### src/rtl/sample_pkg.sv
// Shared types and constants for the sample packer: FSM states, lane count and lane width.
package sample_pkg;

  localparam int LANES  = 8;
  localparam int BYTE_W = 8;

  typedef enum logic [1:0] {
    IDLE  = 2'd0,
    FILL  = 2'd1,
    DRAIN = 2'd2
  } state_e;

endpackage

### src/rtl/sample_pack_ctrl_tick_gen.sv
// Sample-rate divider: counts 0..CLK_DIV-1 while enabled, held at 0 otherwise.
module tick_gen #(
  parameter int CLK_DIV = 5000
) (
  input  logic clk_50mhz,
  input  logic rst_n,
  input  logic en,
  output logic tick
);

  localparam int CW = $clog2(CLK_DIV);
  localparam logic [CW-1:0] LAST = CW'(CLK_DIV - 1);

  logic [CW-1:0] cnt;

  always_ff @(posedge clk_50mhz or negedge rst_n) begin
    if (!rst_n) begin
      cnt <= '0;
    end else if (!en || cnt == LAST) begin
      cnt <= '0;
    end else begin
      cnt <= cnt + 1'b1;
    end
  end

  // cnt can only reach LAST after CLK_DIV-1 enabled cycles, so no en gating is needed here.
  assign tick = (cnt == LAST);

endmodule

### src/rtl/sample_pack_ctrl.sv
// Samples an 8-channel input at a divided rate and packs LANES samples per output word.
import sample_pkg::*;

module sample_pack_ctrl #(
  parameter int CLK_DIV = 5000,
  parameter int LANES   = sample_pkg::LANES
) (
  input  logic                      clk_50mhz,
  input  logic                      rst_n,
  input  logic                      start,
  input  logic                      stop,
  input  logic [BYTE_W-1:0]         sample_in,
  output logic [LANES*BYTE_W-1:0]   out_data,
  output logic                      out_valid,
  input  logic                      out_ready,
  output logic                      sample_tick,
  output logic                      busy,
  output logic                      overflow,
  output logic [7:0]                drop_cnt,
  output state_e                    state_dbg
);

  localparam int LW = (LANES > 1) ? $clog2(LANES) : 1;
  localparam logic [LW-1:0] LAST_LANE = LW'(LANES - 1);

  state_e                    state, state_next;
  logic [LW-1:0]             lane_idx, lane_after;
  logic [LANES*BYTE_W-1:0]   asm_buf, asm_next;
  logic                      tick, tick_en, word_done, handshake, load, drop;

  // Output handshake: a word transfers on any rising edge where out_valid && out_ready;
  // out_valid never drops and out_data never changes until that transfer happens.
  assign word_done = tick && (lane_idx == LAST_LANE);
  assign handshake = out_valid && out_ready;
  assign load      = word_done && (!out_valid || out_ready);
  assign drop      = word_done && out_valid && !out_ready;

  // Divider is cleared on the edge that returns to IDLE so it sits at 0 for the whole idle period.
  assign tick_en = (state != IDLE) && (state_next != IDLE);

  tick_gen #(.CLK_DIV(CLK_DIV)) u_tick_gen (
    .clk_50mhz (clk_50mhz),
    .rst_n     (rst_n),
    .en        (tick_en),
    .tick      (tick)
  );

  always_comb begin
    lane_after = lane_idx;
    if (word_done) begin
      lane_after = '0;
    end else if (tick) begin
      lane_after = lane_idx + 1'b1;
    end
  end

  always_comb begin
    asm_next = asm_buf;
    if (tick) begin
      asm_next[lane_idx*BYTE_W +: BYTE_W] = sample_in;
    end
  end

  // A stop coinciding with a tick is judged on the lane index after that tick.
  always_comb begin
    state_next = state;
    unique case (state)
      IDLE:    if (start && !stop) state_next = FILL;
      FILL:    if (stop) state_next = (lane_after != '0) ? DRAIN : IDLE;
      DRAIN:   if (word_done) state_next = IDLE;
      default: state_next = IDLE;
    endcase
  end

  always_ff @(posedge clk_50mhz or negedge rst_n) begin
    if (!rst_n) begin
      state     <= IDLE;
      lane_idx  <= '0;
      asm_buf   <= '0;
      out_data  <= '0;
      out_valid <= 1'b0;
      overflow  <= 1'b0;
      drop_cnt  <= 8'd0;
    end else begin
      state    <= state_next;
      asm_buf  <= asm_next;
      lane_idx <= (state_next == IDLE) ? '0 : lane_after;

      if (state == IDLE && state_next == FILL) begin
        overflow <= 1'b0;
        drop_cnt <= 8'd0;
      end else if (drop) begin
        overflow <= 1'b1;
        if (drop_cnt != 8'hFF) drop_cnt <= drop_cnt + 8'd1;
      end

      if (load) begin
        out_data  <= asm_next;
        out_valid <= 1'b1;
      end else if (handshake) begin
        out_valid <= 1'b0;
      end
    end
  end

  assign sample_tick = tick;
  assign busy        = (state != IDLE);
  assign state_dbg   = state;

endmodule

### config.mk
export PLATFORM = sky130hd
export DESIGN_NAME = sample_pack_ctrl
export DESIGN_NICKNAME = d
export VERILOG_FILES = /design/src/rtl/sample_pkg.sv /design/src/rtl/sample_pack_ctrl_tick_gen.sv /design/src/rtl/sample_pack_ctrl.sv
export SDC_FILE = /design/constraint.sdc
export NUM_CORES = 1
export LEC_CHECK = 0
export ABC_AREA = 1
export CORE_ASPECT_RATIO = 2
export CORE_UTILIZATION = 43
export DETAILED_ROUTE_END_ITERATION = 12
export PLACE_DENSITY = 0.77
export SYNTH_ARGS = -nofsm -noshare
export SYNTH_HDL_FRONTEND = slang
export SYNTH_SLANG_ARGS = --single-unit
### constraint.sdc
create_clock -name clk_50mhz -period 7 [get_ports clk_50mhz]
set_input_delay 1.4 -clock clk_50mhz [delete_from_list [all_inputs] [get_ports clk_50mhz]]
set_output_delay 1.4 -clock clk_50mhz [all_outputs]
set_load 0.03 [all_outputs]
==> results of run 1 <==
==> final cells by class <==
type                    instances  area share (%)
flip-flops and latches        156            47.5
multi-input cells             470            27.6
repair buffers                 94            11.3
clock buffers                  17            5.17
inverters                      72            3.29
well taps                     195            2.97
clock inverters                15            2.12
diodes                          1          0.0304
==> metal layers <==
layer  global-route usage [%]  routed length (µm)  vias up
li1                         -                   -     2454
met1                     24.3                5730     2336
met2                     35.0                7810      121
met3                     3.68                 575       29
met4                     10.2                 556        0
met5                        0                   0        -
==> power by group <==
group | switching, mW | internal, mW | leakage, nW | total (mW)
logic | 0.146 | 0.0771 | 1.90 | 0.224
registers | 0.0244 | 0.932 | 1.76 | 0.957
clock network | 0.400 | 0.539 | 0.299 | 0.939
==> logic make-up (layout without fill, tap and decap cells) <==
family / after synthesis / count (layout)
compound gates: 99 / 99
xor+xnor: 9 / 9
fa+ha+maj: 6 / 6
buf+inv: 98 / 198
flops: 156 / 156
other cells: 0 / 1
simple gates: 356 / 356
==> how the worst max path moves through the flow <==
stage / from / slack (ps) / to
after floorplan: u_tick_gen.cnt[0] / 4450 / sample_tick
after global placement: stop / 3680 / u_tick_gen.cnt[11]
after detailed placement: stop / 3680 / u_tick_gen.cnt[0]
after CTS: u_tick_gen.cnt[0] / 3390 / sample_tick
after global routing: u_tick_gen.cnt[0] / 3280 / sample_tick
final: u_tick_gen.cnt[0] / 3420 / sample_tick
==> state kept, by name, indices dropped and copies added (netlist names) <==
| name | count |
|---|---|
| out_data | 64 |
| u_tick_gen.cnt | 13 |
| out_valid | 1 |
| overflow | 1 |
| drop_cnt | 8 |
| asm_buf | 64 |
| lane_idx | 3 |
| state_dbg | 2 |
==> worst max-delay path: cells and delay by family, from the launching register on <==
kind | cells | cell delay [ps]
fa+ha+maj | 1 | 180
flops | 1 | 370
simple gates | 4 | 420
buf+inv | 3 | 790
==> cells in the mapped netlist, drive strengths merged <==
library cell,number,share of area (%)
nor3b,3,0.34
nand2,264,15
nor4,3,0.61
o21a,1,0.11
xnor2,3,0.40
a31oi,17,1.6
nor3,15,2.0
nor2,50,3.1
nand3,17,1.5
a22oi,1,0.11
o31ai,1,0.11
dfrtp,156,59
xor2,6,0.80
clkbuf,10,0.57
ha,6,1.1
buf,16,1.7
a21oi,27,2.3
or2,2,0.19
o21ai,52,4.4
inv,72,4.1
nand4,2,0.19
==> stage by stage <==
stage          hold WS [ps]  util, %  std cells  instance area [µm²]  power [mW]
5_1_grt                 491     55.2       1019                 8220        2.20
2_1_floorplan           433        -        724                 6580        1.10
6_report                473     55.2       1020                 8220        2.12
3_3_place_gp            446     51.1        987                 7620        1.20
4_1_cts                 472     55.2       1019                 8220        2.13
3_5_place_dp            460     51.1        987                 7620        1.20
==> flow_summary.ini, run 1 <==
[critical_path]
slowest_stage = clkdlybuf4s50_1
path_common_cell = inv_1
end_kind = output port
arrival_ps = 2180
cpPeakStageDelay_ps = 650
worstPathMaxFanout = 6
path_cells = ha_1 > nand2_1 > inv_1 > nand2_2 > nor2_4 > nand2_4 > inv_1 > clkdlybuf4s50_1
reg2reg_depth = 10
worst-setup-path-type = flop to output port
rrSetupSlack_ps = 3830
r2r-end = out_data[53]
reg2reg_from = lane_idx[0]
start_kind = flop
required_ps = 5600

[synth]
synthAdderAreaFrac_pct = 1.14
seq_area_frac_synth_pct = 59.3
synth_top_family_by_area = simple AND/OR/NAND/NOR gates
yosys-mux-area-fraction_pct = 0
synth_seq_cells = 156
yosys_warnings = 0
synthesis.instances = 724
syn_avg_cell_area_um2 = 9.09
synth_compound_area_share_pct = 8.65
yosysUniqueCellTypes = 36
syn-num-nets = 743
netlist_area_mm2 = 0.00658
synthXorXnorAreaFrac_pct = 1.20
synthSimpleGateAreaFrac_pct = 23.4

[global_routing]
grt_first_pass_wirelength_mm = 24.3
grt.total_usage_pct = 20.5
grt_overflow_total = 0
grt_pass1_vias = 4974
antenna_found_initial = 0
grt_max_degree = 93

[power_and_ir_drop]
power.density_mw_per_mm2 = 258
p_leak_nw = 3.96
vdd_drop_max_mv = 0.151

[route]
wl_per_cell_um = 14.4
wl_mm = 14.7
drc = 0
drtPass1Iterations = 4
first_iter_violations = 288
via_per_inst = 4.84
ant_nets = 0
vias = 4940

[finish]
n_fill_cell = 1291
ff_latch_area_mm2 = 0.00390
final_layout_size_suffix_gt1_share_pct = 8.74
mostFrequentLayoutCells = nand2_1, dfrtp_1, clkdlybuf4s50_1, inv_1, nor2_1
final_common_cell = nand2_1
multi_input_area_mm2 = 0.00227
area_delta_synth_final_pct = 24.9
nNetsFinal = 830

[placed_design]
numPortBuffers = 90
dp_hpwl_mm = 9.86
dp_slack_ps = 3680
gp_congestion = 0.849

[timing]
finalSetupViolCount = 0
skew_ps = 14.9
fin_tns_setup_ps = 0
hold_violations = 0
slew_viol_final = 0
fin_crit_sh_pct = 51.2
worst_pin_slew_ps = 855
relSlewSlack_pct = 42.8
finalCriticalPeriod_ps = 3580
max_freq_ghz = 0.279
rsz0062_at_grt = no
fin_ws_ps = 3420

[floorplanning]
design.core.area_mm2 = 0.0149
ios = 91
fp-row-count = 63
die_w_um = 89.5
die_h_um = 177
dieArea_mm2 = 0.0158
initial_core_util_pct = 44.2

[outcome]
status = finished, final reports clean

[clock_tree]
clk_path_buf_depth = 2
numCtsBuffers = 17
h-tree-depth = 4
cts_setup_buffers = 0
hold_buffers = 0
insertion_delay_ps = 430
cts_tree = yes
clock_sinks = 156
cts.clk_slew.worst_paths_ps = 60
clockRootBuffer = clkbuf_16
post_cts_resized = 0

[min_path]
holdPathStages = 2
hp-start = asm_buf[21]
min_to = asm_buf[21]
hp-class = flop to flop

[flow_run]
drv_cap = 0
No activity file was read; power rests on OpenSTA's default activity.
==> inputs of run 2 (changes only) <==
==> constraint.sdc (replaced) <==
create_clock -name clk_50mhz -period 3.7 [get_ports clk_50mhz]
set_input_delay 0.74 -clock clk_50mhz [delete_from_list [all_inputs] [get_ports clk_50mhz]]
set_output_delay 0.74 -clock clk_50mhz [all_outputs]
set_load 0.03 [all_outputs]
==> flow_summary.ini, run 2 (synthesized netlist as in run 1, its figures left out) <==
[finish]
area_delta_synth_final_pct = 25.5
final_common_cell = nand2_1
instances_no_fill = 1024
mostFrequentLayoutCells = nand2_1, dfrtp_1, clkdlybuf4s50_1, inv_1, nor2_1
nNetsFinal = 835
reg_top3 = asm_buf x64, out_data x64, u_tick_gen.cnt x13
diodes = 0
final_layout_size_suffix_gt1_share_pct = 9.17

[route]
first_iter_violations = 252
wl_mm = 15.3
drtPass1Iterations = 4
ant_nets = 0
vias = 5079
wl_per_cell_um = 14.9
drc = 0
via_per_inst = 4.96

[floorplanning]
fp-row-count = 63
die_w_um = 89.5
ios = 91
design.core.area_mm2 = 0.0149
dieArea_mm2 = 0.0158
die_h_um = 177
initial_core_util_pct = 44.2

[clock_tree]
clockRootBuffer = clkbuf_16
post_cts_resized = 0
numCtsBuffers = 17
clk_path_buf_depth = 2
cts.clk_slew.worst_paths_ps = 60
h-tree-depth = 4
hold_buffers = 0
cts_tree = yes
insertion_delay_ps = 420
clock_sinks = 156
cts_setup_buffers = 0

[placed_design]
dp_hpwl_mm = 10.4
placed_cells = 992
gp_congestion = 0.836
numPortBuffers = 90

[global_routing]
grt_first_pass_wirelength_mm = 25.0
grt.total_usage_pct = 21.1
grt_overflow_total = 0
grt_pass1_vias = 5113
antenna_found_initial = 0
grt_max_degree = 76

[power_and_ir_drop]
p_leak_nw = 3.98
fin_total_pwr_mw = 3.93
power.density_mw_per_mm2 = 476
vdd_drop_max_mv = 0.353

[critical_path]
start_kind = flop
reg2reg_depth = 8
critPathBufInv = 3
cpPeakStageDelay_ps = 660
worst-setup-path-type = flop to output port
cp_num_cells = 8
worstPathMaxFanout = 6
required_ps = 2960
cp_top_family = buffers and inverters
arrival_ps = 2220
slowest_stage = clkdlybuf4s50_1
path_common_cell = inv_1
end_kind = output port
path_cells = ha_1 > nand2_1 > inv_1 > nand2_2 > nor2_4 > nand2_4 > inv_1 > clkdlybuf4s50_1

[outcome]
status = finished, final reports clean

[min_path]
hp-class = input port to async pin

[timing]
finalCriticalPeriod_ps = 2960
fin_tns_setup_ps = 0
fin_crit_sh_pct = 80.1
finalSetupViolCount = 0
slew_viol_final = 0
skew_ps = 9.77
rsz0062_at_grt = no
worst_pin_slew_ps = 774
max_freq_ghz = 0.338
relSlewSlack_pct = 48.2
hold_violations = 0

[flow_run]
drv_cap = 0
## run 2: path summary, 6_finish.rpt
check	start	slack, ps	end
worst max-delay path	u_tick_gen.cnt[0]	740	sample_tick
worst min-delay path	rst_n	350	drop_cnt[4]
worst max register to register	lane_idx[0]	930	out_data[43]
worst min register to register	u_tick_gen.cnt[0]	470	u_tick_gen.cnt[0]
max in group asynchronous	rst_n	2550	out_data[17]
min in group clk_50mhz	u_tick_gen.cnt[0]	470	u_tick_gen.cnt[0]
## run 2: metal layers
metal  track usage [%]  up-vias  wire (µm)
met5                 0        -          0
met4              12.8        0        782
met3              3.26       46        450
met2              36.0      122       8150
met1              24.4     2447       5910
li1                  -     2464          -
## run 2: metrics by stage
| stage | cell area [µm²] | setup WS, ps | hold slack [ps] | utilization, % |
|---|---|---|---|---|
| after CTS | 8260 | 720 | 373 | 55.4 |
| final | 8260 | 737 | 353 | 55.4 |
| after detailed placement | 7680 | 977 | 458 | 51.6 |
| after global routing | 8260 | 629 | 414 | 55.4 |
| after global placement | 7680 | 1060 | 451 | 51.6 |
| after floorplan | 6580 | 1470 | 433 | - |
## run 2: power breakdown
part           internal, mW  switching [mW]
logic                 0.150           0.279
clock network         0.962           0.729
registers              1.76          0.0466
total                  2.88            1.06
## run 2: area by class of cell
| cell class | count | area, µm² |
|---|---|---|
| Sequential cell | 156 | 3900 |
| Fill cell | 1291 | 6640 |
| Inverter | 72 | 270 |
| Clock buffer | 19 | 443 |
| Tap cell | 195 | 244 |
| Multi-Input combinational cell | 470 | 2270 |
| Clock inverter | 13 | 135 |
| Timing Repair Buffer | 99 | 995 |
## run 2: worst register-to-register path, cell delays in order, from the launching register on
cell	delay [ps]
dfrtp_1	480
inv_1	170
ha_1	240
ha_1	370
nor3_4	700
nand2_1	350
o21ai_1	260
nand2_1	80
nand2_1	80
==> inputs of run 3 (changes only) <==
--- a/config.mk
+++ b/config.mk
@@ -9,7 +9,7 @@
 export CORE_ASPECT_RATIO = 2
 export CORE_UTILIZATION = 43
 export DETAILED_ROUTE_END_ITERATION = 12
-export PLACE_DENSITY = 0.77
+export PLACE_DENSITY = 0.8
 export SYNTH_ARGS = -nofsm -noshare
 export SYNTH_HDL_FRONTEND = slang
 export SYNTH_SLANG_ARGS = --single-unit
==> constraint.sdc (replaced) <==
create_clock -name clk_50mhz -period 2.4 [get_ports clk_50mhz]
set_input_delay 0.48 -clock clk_50mhz [delete_from_list [all_inputs] [get_ports clk_50mhz]]
set_output_delay 0.48 -clock clk_50mhz [all_outputs]
set_load 0.03 [all_outputs]
==> flow_summary.ini, run 3 (synthesized netlist as in run 1, its figures left out) <==
[placed_design]
dp_slack_ps = 70.6
gp_congestion = 0.872
dp_hpwl_mm = 10.5
numPortBuffers = 90

[finish]
area_delta_synth_final_pct = 28.9
final_common_cell = nand2_1
reg_top3 = asm_buf x64, out_data x64, u_tick_gen.cnt x13
mostFrequentLayoutCells = nand2_1, dfrtp_1, clkdlybuf4s50_1, inv_1, nor2_1
n_fill_cell = 1256
final_layout_size_suffix_gt1_share_pct = 11.4
nNetsFinal = 849
diodes = 0

[clock_tree]
cts.clk_slew.worst_paths_ps = 60
clock_sinks = 156
insertion_delay_ps = 420
clk_path_buf_depth = 2
h-tree-depth = 4
clockRootBuffer = clkbuf_16
numCtsBuffers = 17
cts_tree = yes

[power_and_ir_drop]
switchingPower_mw = 1.68
p_leak_nw = 4.10
combPwrFrac_pct = 10.9
swShare_pct = 26.6
vdd_drop_max_mv = 0.463
fin_total_pwr_mw = 6.32
pwr-share-seq_pct = 44.1
power.density_mw_per_mm2 = 745
power_frac_clock_pct = 45.0
p_int_mw = 4.64

[critical_path]
reg2reg_from = lane_idx[0]
cp_top_family = simple AND/OR/NAND/NOR gates
rrSetupSlack_ps = 190
start_kind = flop
worst-setup-path-type = flop to output port
slowest_stage = dfrtp_1
required_ps = 1920
critPathBufInv = 3
worstPathMaxFanout = 6
path_common_cell = inv_1
path_cells = ha_1 > nand2_1 > inv_1 > nand2_2 > nor2_4 > nand2_4 > inv_1 > buf_2
arrival_ps = 1770
r2r-end = out_data[8]
reg2reg_depth = 12
end_kind = output port
cpPeakStageDelay_ps = 380

[global_routing]
grt_first_pass_wirelength_mm = 25.8
grt_max_degree = 72
grt_pass1_vias = 5243
antenna_found_initial = 0
grt_overflow_total = 0
grt.total_usage_pct = 21.9

[timing]
hold_violations = 0
skew_ps = 13.0
fin_crit_sh_pct = 93.8
max_freq_ghz = 0.444
rsz0062_at_grt = no
slew_viol_final = 0
fin_tns_setup_ps = 0
relSlewSlack_pct = 74.4
fin_ws_ps = 150
worst_pin_slew_ps = 382
finalSetupViolCount = 0
finalCriticalPeriod_ps = 2250

[route]
first_iter_violations = 205
vias = 5119
drtPass1Iterations = 5
drc = 0
wl_mm = 15.5
ant_nets = 0
via_per_inst = 4.93
wl_per_cell_um = 14.9

[floorplanning]
die_w_um = 89.5
fp-row-count = 63
ios = 91
die_h_um = 177
design.core.area_mm2 = 0.0149
dieArea_mm2 = 0.0158
initial_core_util_pct = 44.2

[min_path]
holdPathStages = 2
hp-class = flop to flop
min_to = asm_buf[14]
hp-start = asm_buf[14]

[flow_run]
drv_cap = 0

[outcome]
status = finished, final reports clean
[run 3: worst max path at each step]
| stage | endpoint | slack [ps] | cells after the start | startpoint |
|---|---|---|---|---|
| 2_1_floorplan | out_data[15] | 170 | 12 | lane_idx[0] |
| 3_3_place_gp | drop_cnt[6] | 140 | 8 | out_ready |
| 3_5_place_dp | out_data[6] | 70 | 8 | lane_idx[0] |
| 4_1_cts | out_data[20] | 30 | 9 | lane_idx[0] |
| 5_1_grt | drop_cnt[6] | 4 | 9 | u_tick_gen.cnt[0] |
| 6_report | sample_tick | 150 | 8 | u_tick_gen.cnt[0] |
[run 3: stage by stage]
step	hold WS, ps	cell area, µm²	instances	util, %
CTS	471	8420	1034	56.5
global route	496	8490	1038	57.0
detailed placement	377	7790	1001	52.3
finish	470	8490	1038	57.0
global placement	373	7790	1001	52.3
floorplan	184	6580	724	-
[run 3: what timing repair did]
item,CTS,global route
gates resized for setup,3,18
buffers inserted,0,4
setup endpoints to repair,1,60
hold buffers,1,0
pin swaps,0,2
hold endpoints to repair,24,0
[run 3: power by group through the flow]
stage / logic [mW] / clock network [mW] / registers, mW
floorplan: 0.224 / 0 / 2.97
global placement: 0.677 / 0 / 2.84
detailed placement: 0.686 / 0 / 2.84
CTS: 0.692 / 2.89 / 2.79
global route: 0.753 / 2.99 / 2.80
finish: 0.686 / 2.85 / 2.79
[run 3: layout make-up]
type	count	area [µm²]	area share [%]
Clock buffer	17	425	5.01
Clock inverter	15	200	2.36
Inverter	72	270	3.18
Multi-Input combinational cell	470	2290	27.0
Sequential cell	156	3900	46.0
Tap cell	195	244	2.87
Timing Repair Buffer	113	1150	13.6
[run 3: worst reg2reg max path, delay by kind of cell (launching register included)]
| family | cells | cell delay (ps) |
|---|---|---|
| adder cells (fa/ha/maj) | 2 | 550 |
| AND/OR/NAND/NOR | 5 | 610 |
| flip-flops | 1 | 420 |
| buffers and inverters | 4 | 460 |
| AO/OA/AOI/OAI | 1 | 60 |
[run 3: layer usage]
metal / vias to the layer above / track usage [%] / share of wire, %
met5: - / 0 / 0
met4: 0 / 11.7 / 4.2
met3: 38 / 3.08 / 2.6
met2: 122 / 38.2 / 54
met1: 2475 / 25.3 / 39
li1: 2484 / - / -
